## src/rtl/fir_seq_ctrl_if.sv

```systemverilog
// Bus between the FIR sequencer and its neighbours.
// Master side: the codec path driving samples and observing the sequencer.
// Slave side: the sequencer itself (queue write port, read address, FIR control, status).
interface fir_seq_ctrl_if #(
  parameter int ADDR_W = 10
);
  logic              vld;
  logic [15:0]       lft_in;
  logic [15:0]       rght_in;
  logic              wrt_en;
  logic [ADDR_W-1:0] wrt_addr;
  logic [15:0]       lft_wdata;
  logic [15:0]       rght_wdata;
  logic [ADDR_W-1:0] rd_addr;
  logic              sequencing;
  logic              done;
  logic              full;
  logic              busy;
  logic              ovr;

  modport master (
    output vld, lft_in, rght_in,
    input  wrt_en, wrt_addr, lft_wdata, rght_wdata, rd_addr,
    input  sequencing, done, full, busy, ovr
  );

  modport slave (
    input  vld, lft_in, rght_in,
    output wrt_en, wrt_addr, lft_wdata, rght_wdata, rd_addr,
    output sequencing, done, full, busy, ovr
  );
endinterface

```

## src/rtl/fir_seq_ctrl.sv

```systemverilog
// FIR sample-queue sequencer.
// Writes each incoming stereo sample into a circular queue, then sweeps the
// queue oldest-to-newest while holding the FIR sequencing input for TAPS+1
// cycles, followed by a one-cycle done pulse.
// Build option: define FIR_SEQ_EARLY_EN to start a sweep on every accepted
// sample, before the queue is full (the queue RAM must then be zero-initialised).
//
// state | meaning
// IDLE  | waiting for a sample; writes are accepted only here
// SEQ   | sweeping the queue, sequencing high (counter 0..TAPS)
// DONE  | one-cycle done pulse, FIR outputs valid
module fir_seq_ctrl #(
  parameter int TAPS   = 1021,
  parameter int ADDR_W = 10
) (
  input logic         clk,
  input logic         rst,
  fir_seq_ctrl_if.slave bus
);

  localparam int CW = ADDR_W + 1;
  localparam logic [CW-1:0]     TAPS_C   = CW'(TAPS);
  localparam logic [CW-1:0]     LAST_CNT = CW'(TAPS - 1);
  localparam logic [ADDR_W-1:0] LAST_PTR = ADDR_W'(TAPS - 1);

  typedef enum logic [1:0] {IDLE, SEQ, DONE} state_t;

  state_t            state, state_nxt;
  logic [ADDR_W-1:0] wr_ptr, wr_ptr_nxt;
  logic [ADDR_W-1:0] rd_ptr, rd_ptr_nxt;
  logic [CW-1:0]     count, count_nxt;
  logic [CW-1:0]     seq_cnt;
  logic              accept;
  logic              trigger;
  logic              full_q;
  logic              ovr_q;
  logic              seq_on;
  logic              done_on;

  // Write acceptance, pointer/count next values and sweep trigger
  always_comb begin
    accept     = bus.vld & (state == IDLE);
    wr_ptr_nxt = (wr_ptr == LAST_PTR) ? '0 : wr_ptr + ADDR_W'(1);
    rd_ptr_nxt = (rd_ptr == LAST_PTR) ? '0 : rd_ptr + ADDR_W'(1);
    count_nxt  = (count == TAPS_C) ? count : count + CW'(1);
`ifdef FIR_SEQ_EARLY_EN
    trigger    = accept;
`else
    trigger    = accept & (count_nxt == TAPS_C);
`endif
  end

  // State register
  always_ff @(posedge clk or posedge rst) begin
    if (rst) state <= IDLE;
    else     state <= state_nxt;
  end

  // Next-state and FIR control decode
  always_comb begin
    state_nxt = state;
    seq_on    = 1'b0;
    done_on   = 1'b0;
    case (state)
      IDLE: if (trigger) state_nxt = SEQ;
      SEQ: begin
        seq_on = 1'b1;
        if (seq_cnt == TAPS_C) state_nxt = DONE;
      end
      DONE: begin
        done_on   = 1'b1;
        state_nxt = IDLE;
      end
      default: state_nxt = IDLE;
    endcase
  end

  // Queue pointers, fill count and sweep counter
  always_ff @(posedge clk or posedge rst) begin
    if (rst) begin
      wr_ptr  <= '0;
      rd_ptr  <= '0;
      count   <= '0;
      seq_cnt <= '0;
      full_q  <= 1'b0;
    end else begin
      if (accept) begin
        wr_ptr <= wr_ptr_nxt;
        count  <= count_nxt;
        full_q <= (count_nxt == TAPS_C);
      end
      if (trigger) begin
        // next write slot holds the oldest sample
        rd_ptr  <= wr_ptr_nxt;
        seq_cnt <= '0;
      end else if (state == SEQ) begin
        seq_cnt <= seq_cnt + CW'(1);
        // address stops on the newest entry for the final FIR cycle
        if (seq_cnt < LAST_CNT) rd_ptr <= rd_ptr_nxt;
      end
    end
  end

  // Sticky overrun: a sample arriving outside IDLE is dropped
  always_ff @(posedge clk or posedge rst) begin
    if (rst)                               ovr_q <= 1'b0;
    else if (bus.vld && (state != IDLE))   ovr_q <= 1'b1;
  end

  // Outputs; write port is forced quiet while reset is held
  always_comb begin
    bus.wrt_en     = accept & ~rst;
    bus.wrt_addr   = wr_ptr;
    bus.lft_wdata  = rst ? 16'h0000 : bus.lft_in;
    bus.rght_wdata = rst ? 16'h0000 : bus.rght_in;
    bus.rd_addr    = rd_ptr;
    bus.sequencing = seq_on;
    bus.done       = done_on;
    bus.full       = full_q;
    bus.busy       = (state != IDLE);
    bus.ovr        = ovr_q;
  end

endmodule

```

## src/flat_wrapper.sv

```systemverilog
// flat-port wrapper written by rule: the top's interface ports become plain ports
module fir_seq_ctrl_flat 
#(
  parameter int TAPS   = 1021,
  parameter int ADDR_W = 10
)
  (clk, rst, bus_vld, bus_lft_in, bus_rght_in, bus_wrt_en, bus_wrt_addr, bus_lft_wdata, bus_rght_wdata, bus_rd_addr, bus_sequencing, bus_done, bus_full, bus_busy, bus_ovr);
  fir_seq_ctrl_if #(.ADDR_W(ADDR_W)) bus_i ();
  input logic clk;
  input logic rst;
  input wire logic [$bits(bus_i.vld)-1:0] bus_vld;
  input wire logic [$bits(bus_i.lft_in)-1:0] bus_lft_in;
  input wire logic [$bits(bus_i.rght_in)-1:0] bus_rght_in;
  output wire logic [$bits(bus_i.wrt_en)-1:0] bus_wrt_en;
  output wire logic [$bits(bus_i.wrt_addr)-1:0] bus_wrt_addr;
  output wire logic [$bits(bus_i.lft_wdata)-1:0] bus_lft_wdata;
  output wire logic [$bits(bus_i.rght_wdata)-1:0] bus_rght_wdata;
  output wire logic [$bits(bus_i.rd_addr)-1:0] bus_rd_addr;
  output wire logic [$bits(bus_i.sequencing)-1:0] bus_sequencing;
  output wire logic [$bits(bus_i.done)-1:0] bus_done;
  output wire logic [$bits(bus_i.full)-1:0] bus_full;
  output wire logic [$bits(bus_i.busy)-1:0] bus_busy;
  output wire logic [$bits(bus_i.ovr)-1:0] bus_ovr;
  assign bus_i.vld = bus_vld;
  assign bus_i.lft_in = bus_lft_in;
  assign bus_i.rght_in = bus_rght_in;
  assign bus_wrt_en = bus_i.wrt_en;
  assign bus_wrt_addr = bus_i.wrt_addr;
  assign bus_lft_wdata = bus_i.lft_wdata;
  assign bus_rght_wdata = bus_i.rght_wdata;
  assign bus_rd_addr = bus_i.rd_addr;
  assign bus_sequencing = bus_i.sequencing;
  assign bus_done = bus_i.done;
  assign bus_full = bus_i.full;
  assign bus_busy = bus_i.busy;
  assign bus_ovr = bus_i.ovr;
  fir_seq_ctrl #(.TAPS(TAPS), .ADDR_W(ADDR_W)) u_core (.clk(clk), .rst(rst), .bus(bus_i));
endmodule
```

## config.mk

```make
export PLATFORM = sky130hd
export DESIGN_NAME = fir_seq_ctrl_flat
export DESIGN_NICKNAME = d
export VERILOG_FILES = /design/src/rtl/fir_seq_ctrl_if.sv /design/src/rtl/fir_seq_ctrl.sv /design/src/flat_wrapper.sv
export SDC_FILE = /design/constraint.sdc
export NUM_CORES = 1
export LEC_CHECK = 0
export BUFFER_PORTS_ARGS = -buffer_cell sky130_fd_sc_hd__buf_2
export CELL_PAD_IN_SITES_DETAIL_PLACEMENT = 1
export CELL_PAD_IN_SITES_GLOBAL_PLACEMENT = 1
export CORE_MARGIN = 1
export CORE_UTILIZATION = 37
export CTS_CLUSTER_SIZE = 25
export DETAILED_ROUTE_END_ITERATION = 8
export GPL_TIMING_DRIVEN = 0
export PLACE_DENSITY = 0.84
export SYNTH_ARGS = -nofsm -noshare
export SYNTH_HDL_FRONTEND = slang
export SYNTH_SLANG_ARGS = --single-unit
```

## constraint.sdc

```tcl
create_clock -name clk -period 3 [get_ports clk]
set_input_delay 0.3 -clock clk [delete_from_list [all_inputs] [get_ports clk]]
set_output_delay 0.3 -clock clk [all_outputs]
set_load 0.1 [all_outputs]
```

==> results.json, run 1 <==
{
  "synth_top_family_by_area": "simple AND/OR/NAND/NOR gates",
  "finalCritPeriodShare_pct": 90.4,
  "dr.pass1.iters": 4,
  "cts_buffers": 5,
  "nets": 480,
  "drc": 0,
  "crit_path_start_kind": "flop",
  "synth_ff_type": "dfrtp_1",
  "drtIter0Drc": 112,
  "die_w_um": 90.9,
  "viasPerCell": 5.17,
  "ctsResizeCount": 0,
  "hold_start": "bus_vld",
  "hold_ws_ps": 233,
  "vias": 2792,
  "routed_wirelength_um": 8270,
  "yosys.area.top_type_share_pct": 39.3,
  "critical_path_required_ps": 3230,
  "place.gp.congestion": 0.818,
  "crit_chain": "ha_1 -> clkbuf_1 -> and3_1 -> o211ai_1 -> nor2_1 -> o2111ai_1 -> nor4_4 -> buf_6 -> mux2i_1",
  "grt_usage_pct": 21.2,
  "endpoint_kind": "flop",
  "r2r-start": "u_core.count[1]",
  "synthesis.nets": 380,
  "grt_pass1_wl_um": 14200,
  "fin_util_pct": 47.4,
  "root_buffer": "clkbuf_8",
  "r2r-end": "u_core.bus.rd_addr[9]",
  "synthXorXnorAreaFrac_pct": 7.19,
  "synth_top_area_cell": "dfrtp_1",
  "p_leak_nw": 1.71,
  "area_growth_pct": 24.6,
  "min_path_type": "input pin to flop",
  "crit_type": "flop to flop",
  "drv_cap": 0,
  "wl_per_cell_um": 15.3,
  "synth_mux_area_share_pct": 4.96,
  "drv_slew": 0,
  "post_cts_buffers": 0,
  "slew_headroom_pct": 51.8,
  "core-area_mm2": 0.00769,
  "synth-edff-count": 0,
  "syn_area_mm2": 0.00293,
  "clock.fmax_ghz": 0.369,
  "die-area_mm2": 0.00827,
  "min_period_ps": 2710,
  "whs_path_depth": 2,
  "holdBufCountCts": 0,
  "synth_warnings": 0,
  "fin_cells": 540,
  "cts_tree": "built",
  "htreeDepth": 2,
  "synth_area_leaders": "dfrtp_1 39%, nor2b_1 7.5%, nand2_1 5.6%",
  "cpPeakStageDelay_ps": 510,
  "cp_data_arrival_time_ps": 2950,
  "seqCellArea_mm2": 0.00115,
  "worstMarginPinSlew_ps": 720,
  "setup_tns_ps": 0,
  "insertion_delay_ps": 310,
  "io_pins": 93,
  "status": "completed",
  "power_mw": 2.32,
  "grt_start_max_net_pins": 38,
  "power.density_mw_per_mm2": 638,
  "max-clock-path-buffers": 2,
  "start_util_pct": 38.1,
  "final_layout_size_suffix_gt1_share_pct": 26.3,
  "reg2reg_depth": 9,
  "die_h_um": 90.9,
  "synth_cell_types": 46,
  "final-setup-viol-count": 0,
  "grt_remaining_overflow": 0,
  "fin_worst_skew_ps": 10.0,
  "nFillCells": 960,
  "post-dp-hpwl_um": 6270,
  "rows": 32,
  "ir_worst_vdd_v": 0.000323,
  "synth_seq_cells": 46,
  "rsz0062_at_grt": "no",
  "synth-simple-area-share_pct": 30.0,
  "crit_slowest_cell": "nor4_4",
  "antenna_found_initial": 0,
  "cts.clk_slew.worst_paths_ps": 90,
  "yosys.area_share.adder_pct": 3.42,
  "synth-compound-area-share_pct": 11.2,
  "port_buffers": 92,
  "place_inst": 532,
  "path_max_fanout": 10,
  "grt_pass1_vias": 2946,
  "insertedDiodeCount": 0,
  "async_reset_ff_share_pct": 100,
  "cts_sinks": 46,
  "multiInputGateArea_mm2": 0.00166,
  "avgSynthCellArea_um2": 8.68,
  "ant_nets": 0,
  "ff2ff_setup_slack_ps": 290,
  "ys_seq_area_share_pct": 39.3,
  "hold_viol_final": 0,
  "hold_path_end": "u_core.bus.ovr",
  "syn_inst": 337
}
## flip-flops by register name (all words and copies together), names as in the netlist
| signal | count |
|---|---|
| u_core.seq_cnt | 11 |
| u_core.count | 11 |
| u_core.bus.wrt_addr | 10 |
| u_core.bus.rd_addr | 10 |
| u_core.state | 2 |
| u_core.bus.ovr | 1 |
| u_core.bus.full | 1 |
## critical path: cells and delay by family, from the launching register on
family / cells / cell delay [ps]
and+or+nand+nor: 3 / 920
buffers and inverters: 2 / 520
DFF: 1 / 490
AOI/OAI and AO/OA: 2 / 280
muxes: 1 / 210
adders and majority gates: 1 / 190
## where the power goes
group / internal [mW] / switching [mW] / total, mW
clock network: 0.249 / 0.228 / 0.477
logic: 0.246 / 0.764 / 1.01
registers: 0.703 / 0.133 / 0.837
## synth_stat cells (9+ instances only)
cell type / number
nand3_1: 13
nand4_1: 12
o21ai_0: 18
nand2_1: 44
a21oi_1: 12
nor2b_1: 35
xnor2_1: 14
dfrtp_1: 46
inv_1: 14
xor2_1: 10
nor3_1: 9
mux2i_1: 10
nor2_1: 31
## worst max path at each step
stage,endpoint,startpoint,cells after the start
floorplan,bus_wrt_en,u_core.state[0],5
global placement,u_core.bus.rd_addr[9],u_core.count[1],9
detailed placement,u_core.bus.rd_addr[6],u_core.count[1],9
CTS,u_core.bus.rd_addr[6],u_core.count[1],9
global route,u_core.seq_cnt[0],u_core.count[1],9
finish,u_core.bus.rd_addr[9],u_core.count[1],9
## layer usage
metal	global-route usage (%)	routed length, um	up-vias
met5	0	0	-
met4	3.97	48	0
met3	3.70	305	6
met2	40.0	4430	59
met1	25.1	3490	1382
li1	-	-	1345
## metrics by stage
stage               setup WS (ps)  instance area [um^2]
floorplan                     462                  2930
global placement              390                  3510
detailed placement            291                  3530
CTS                           257                  3640
global route                 67.1                  3640
finish                        287                  3640
## cells by family after synthesis
logic type,count (synthesis)
DFF,46
adders and majority gates,8
and+or+nand+nor,167
AOI/OAI and AO/OA,51
muxes,14
xor gates and xnor gates,24
buffers and inverters,27
## layout make-up
| cell class | count | share of cell area [%] |
|---|---|---|
| multi-input cells | 264 | 45.6 |
| flip-flops and latches | 46 | 31.6 |
| repair buffers | 93 | 13.2 |
| well taps | 102 | 3.50 |
| clock buffers | 6 | 1.99 |
| plain buffers | 13 | 1.65 |
| inverters | 14 | 1.44 |
| clock inverters | 2 | 1.03 |
## cell usage in the layout, fill, tap and decap left out, types with 3 or more instances in the layout
cell	instances
mux2i_1	10
clkbuf_1	9
nand4_1	12
and4_1	3
clkbuf_8	5
nand3_1	13
o211ai_1	3
a21oi_1	12
dfrtp_1	46
mux2_2	3
nor3_1	9
a21o_1	7
ha_1	8
o21ai_0	18
nand2_1	44
or3_1	3
nor2_1	31
xnor2_1	14
nor2b_1	35
buf_2	94
and3_1	5
inv_1	13
xor2_1	10
No activity file was read; power rests on OpenSTA's default activity.
==> inputs of run 2 (changes only) <==
--- a/config.mk
+++ b/config.mk
@@ -10,10 +10,10 @@
 export CELL_PAD_IN_SITES_GLOBAL_PLACEMENT = 1
 export CORE_MARGIN = 1
 export CORE_UTILIZATION = 37
-export CTS_CLUSTER_SIZE = 25
+export CTS_CLUSTER_SIZE = 12
 export DETAILED_ROUTE_END_ITERATION = 8
 export GPL_TIMING_DRIVEN = 0
-export PLACE_DENSITY = 0.84
+export PLACE_DENSITY = 0.75
 export SYNTH_ARGS = -nofsm -noshare
 export SYNTH_HDL_FRONTEND = slang
 export SYNTH_SLANG_ARGS = --single-unit
==> run 2 against run 1 <==
Power fell by 0.41%; cell area barely moved; die area did not move; sequential power barely moved; clock-buffer cell count fell by 1.
==> results.json, run 2 (synthesis gave the netlist of run 1 again) <==
{
  "status": "completed",
  "power_mw": 2.31,
  "cts_sinks": 46,
  "ir_worst_vdd_v": 0.000314,
  "finalCritPeriodShare_pct": 89.2,
  "insertion_delay_ps": 310,
  "critical_path_required_ps": 3230,
  "post-route-worst-setup-slack_ps": 323,
  "grt_remaining_overflow": 0,
  "root_buffer": "clkbuf_8",
  "drv_slew": 0,
  "cts_buffers": 5,
  "p_leak_nw": 1.72,
  "fin_worst_skew_ps": 12.2,
  "nets": 480,
  "path_max_fanout": 10,
  "ant_nets": 0,
  "wl_per_cell_um": 14.6,
  "viasPerCell": 5.15,
  "clock.fmax_ghz": 0.374,
  "drtIter0Drc": 106,
  "final_layout_size_suffix_gt1_share_pct": 26.5,
  "place.gp.congestion": 0.831,
  "setup_tns_ps": 0,
  "grt_pass1_wl_um": 13800,
  "holdBufCountCts": 0,
  "antenna_found_initial": 0,
  "post_cts_buffers": 0,
  "min_period_ps": 2680,
  "crit_type": "flop to flop",
  "die-area_mm2": 0.00827,
  "crit_chain": "ha_1 -> clkbuf_1 -> and3_1 -> o211ai_1 -> nor2_1 -> o2111ai_1 -> nor4_4 -> buf_6 -> mux2i_1",
  "grt_pass1_vias": 2853,
  "slew_headroom_pct": 49.6,
  "reg.largest.list": "u_core.count: 11 flops, u_core.seq_cnt: 11 flops",
  "fin_area_mm2": 0.00365,
  "worstMarginPinSlew_ps": 753,
  "grt_start_max_net_pins": 38,
  "min_path_type": "input pin to flop",
  "core-area_mm2": 0.00769,
  "start_util_pct": 38.1,
  "endpoint_kind": "flop",
  "area_growth_pct": 24.6,
  "cpPeakStageDelay_ps": 500,
  "rsz0062_at_grt": "no",
  "io_pins": 93,
  "final-setup-viol-count": 0,
  "insertedDiodeCount": 0,
  "vias": 2781,
  "drv_cap": 0,
  "placed_cell_area_mm2": 0.00353,
  "hold_viol_final": 0,
  "ctsResizeCount": 0,
  "place_ws_ps": 292,
  "final_cell_mix": "94 x buf_2, 46 x dfrtp_1, 44 x nand2_1",
  "dr.pass1.iters": 5,
  "power.density_mw_per_mm2": 635,
  "cts.clk_slew.worst_paths_ps": 90,
  "max-clock-path-buffers": 2,
  "grt_usage_pct": 20.5,
  "nFillCells": 976,
  "cts_tree": "built",
  "rows": 32,
  "crit_slowest_cell": "dfrtp_1",
  "port_buffers": 92,
  "cp_data_arrival_time_ps": 2910,
  "drc": 0,
  "die_h_um": 90.9,
  "crit_path_start_kind": "flop",
  "post-dp-hpwl_um": 6150,
  "final_common_cell": "buf_2",
  "routed_wirelength_um": 7910,
  "htreeDepth": 2,
  "die_w_um": 90.9
}
run 2: final timing paths:
check | startpoint | end | slack, ps | depth (start not counted)
hold / removal | bus_vld | u_core.bus.ovr | 220 | 2
setup / recovery | u_core.count[1] | u_core.bus.rd_addr[4] | 320 | 9
min in group asynchronous | rst | u_core.bus.wrt_addr[6] | 270 | 3
setup reg to reg | u_core.count[1] | u_core.bus.rd_addr[4] | 320 | 9
hold reg to reg | u_core.bus.ovr | u_core.bus.ovr | 470 | 1
max in group asynchronous | rst | u_core.bus.wrt_addr[9] | 2260 | 4
run 2: critical path: cells and delay by family, from the launching register on:
family	cells	cell delay, ps
adder cells (fa/ha/maj)	1	200
flip-flops	1	500
AND/OR/NAND/NOR	3	880
multiplexers	1	200
AO/OA/AOI/OAI	2	280
buffers and inverters	2	550
run 2: metrics by stage:
step	utilization [%]	instances	hold WS, ps
finish	47.4	540	216
global route	47.4	540	234
CTS	47.4	540	217
detailed placement	46.0	532	452
global placement	45.7	531	445
floorplan	-	337	417
run 2: layout make-up:
class	count	area, um^2	area share [%]
clock buffers	5	68.8	1.89
plain buffers	13	60.1	1.65
clock inverters	3	43.8	1.20
repair buffers	93	480	13.2
multi-input cells	264	1660	45.6
inverters	14	52.6	1.44
well taps	102	128	3.50
flip-flops and latches	46	1150	31.6
run 2: where the power goes:
group          switching (mW)  internal, mW  leakage, nW
clock                   0.234         0.250       0.0585
combinational           0.751         0.246         1.14
sequential              0.130         0.703        0.520
total                    1.11          1.20         1.72
run 2: metal layers:
layer,share of wire (%),GRT usage [%]
met1,45,26.0
met4,1.2,5.82
met2,51,36.6
met5,0,0
met3,3.5,2.10
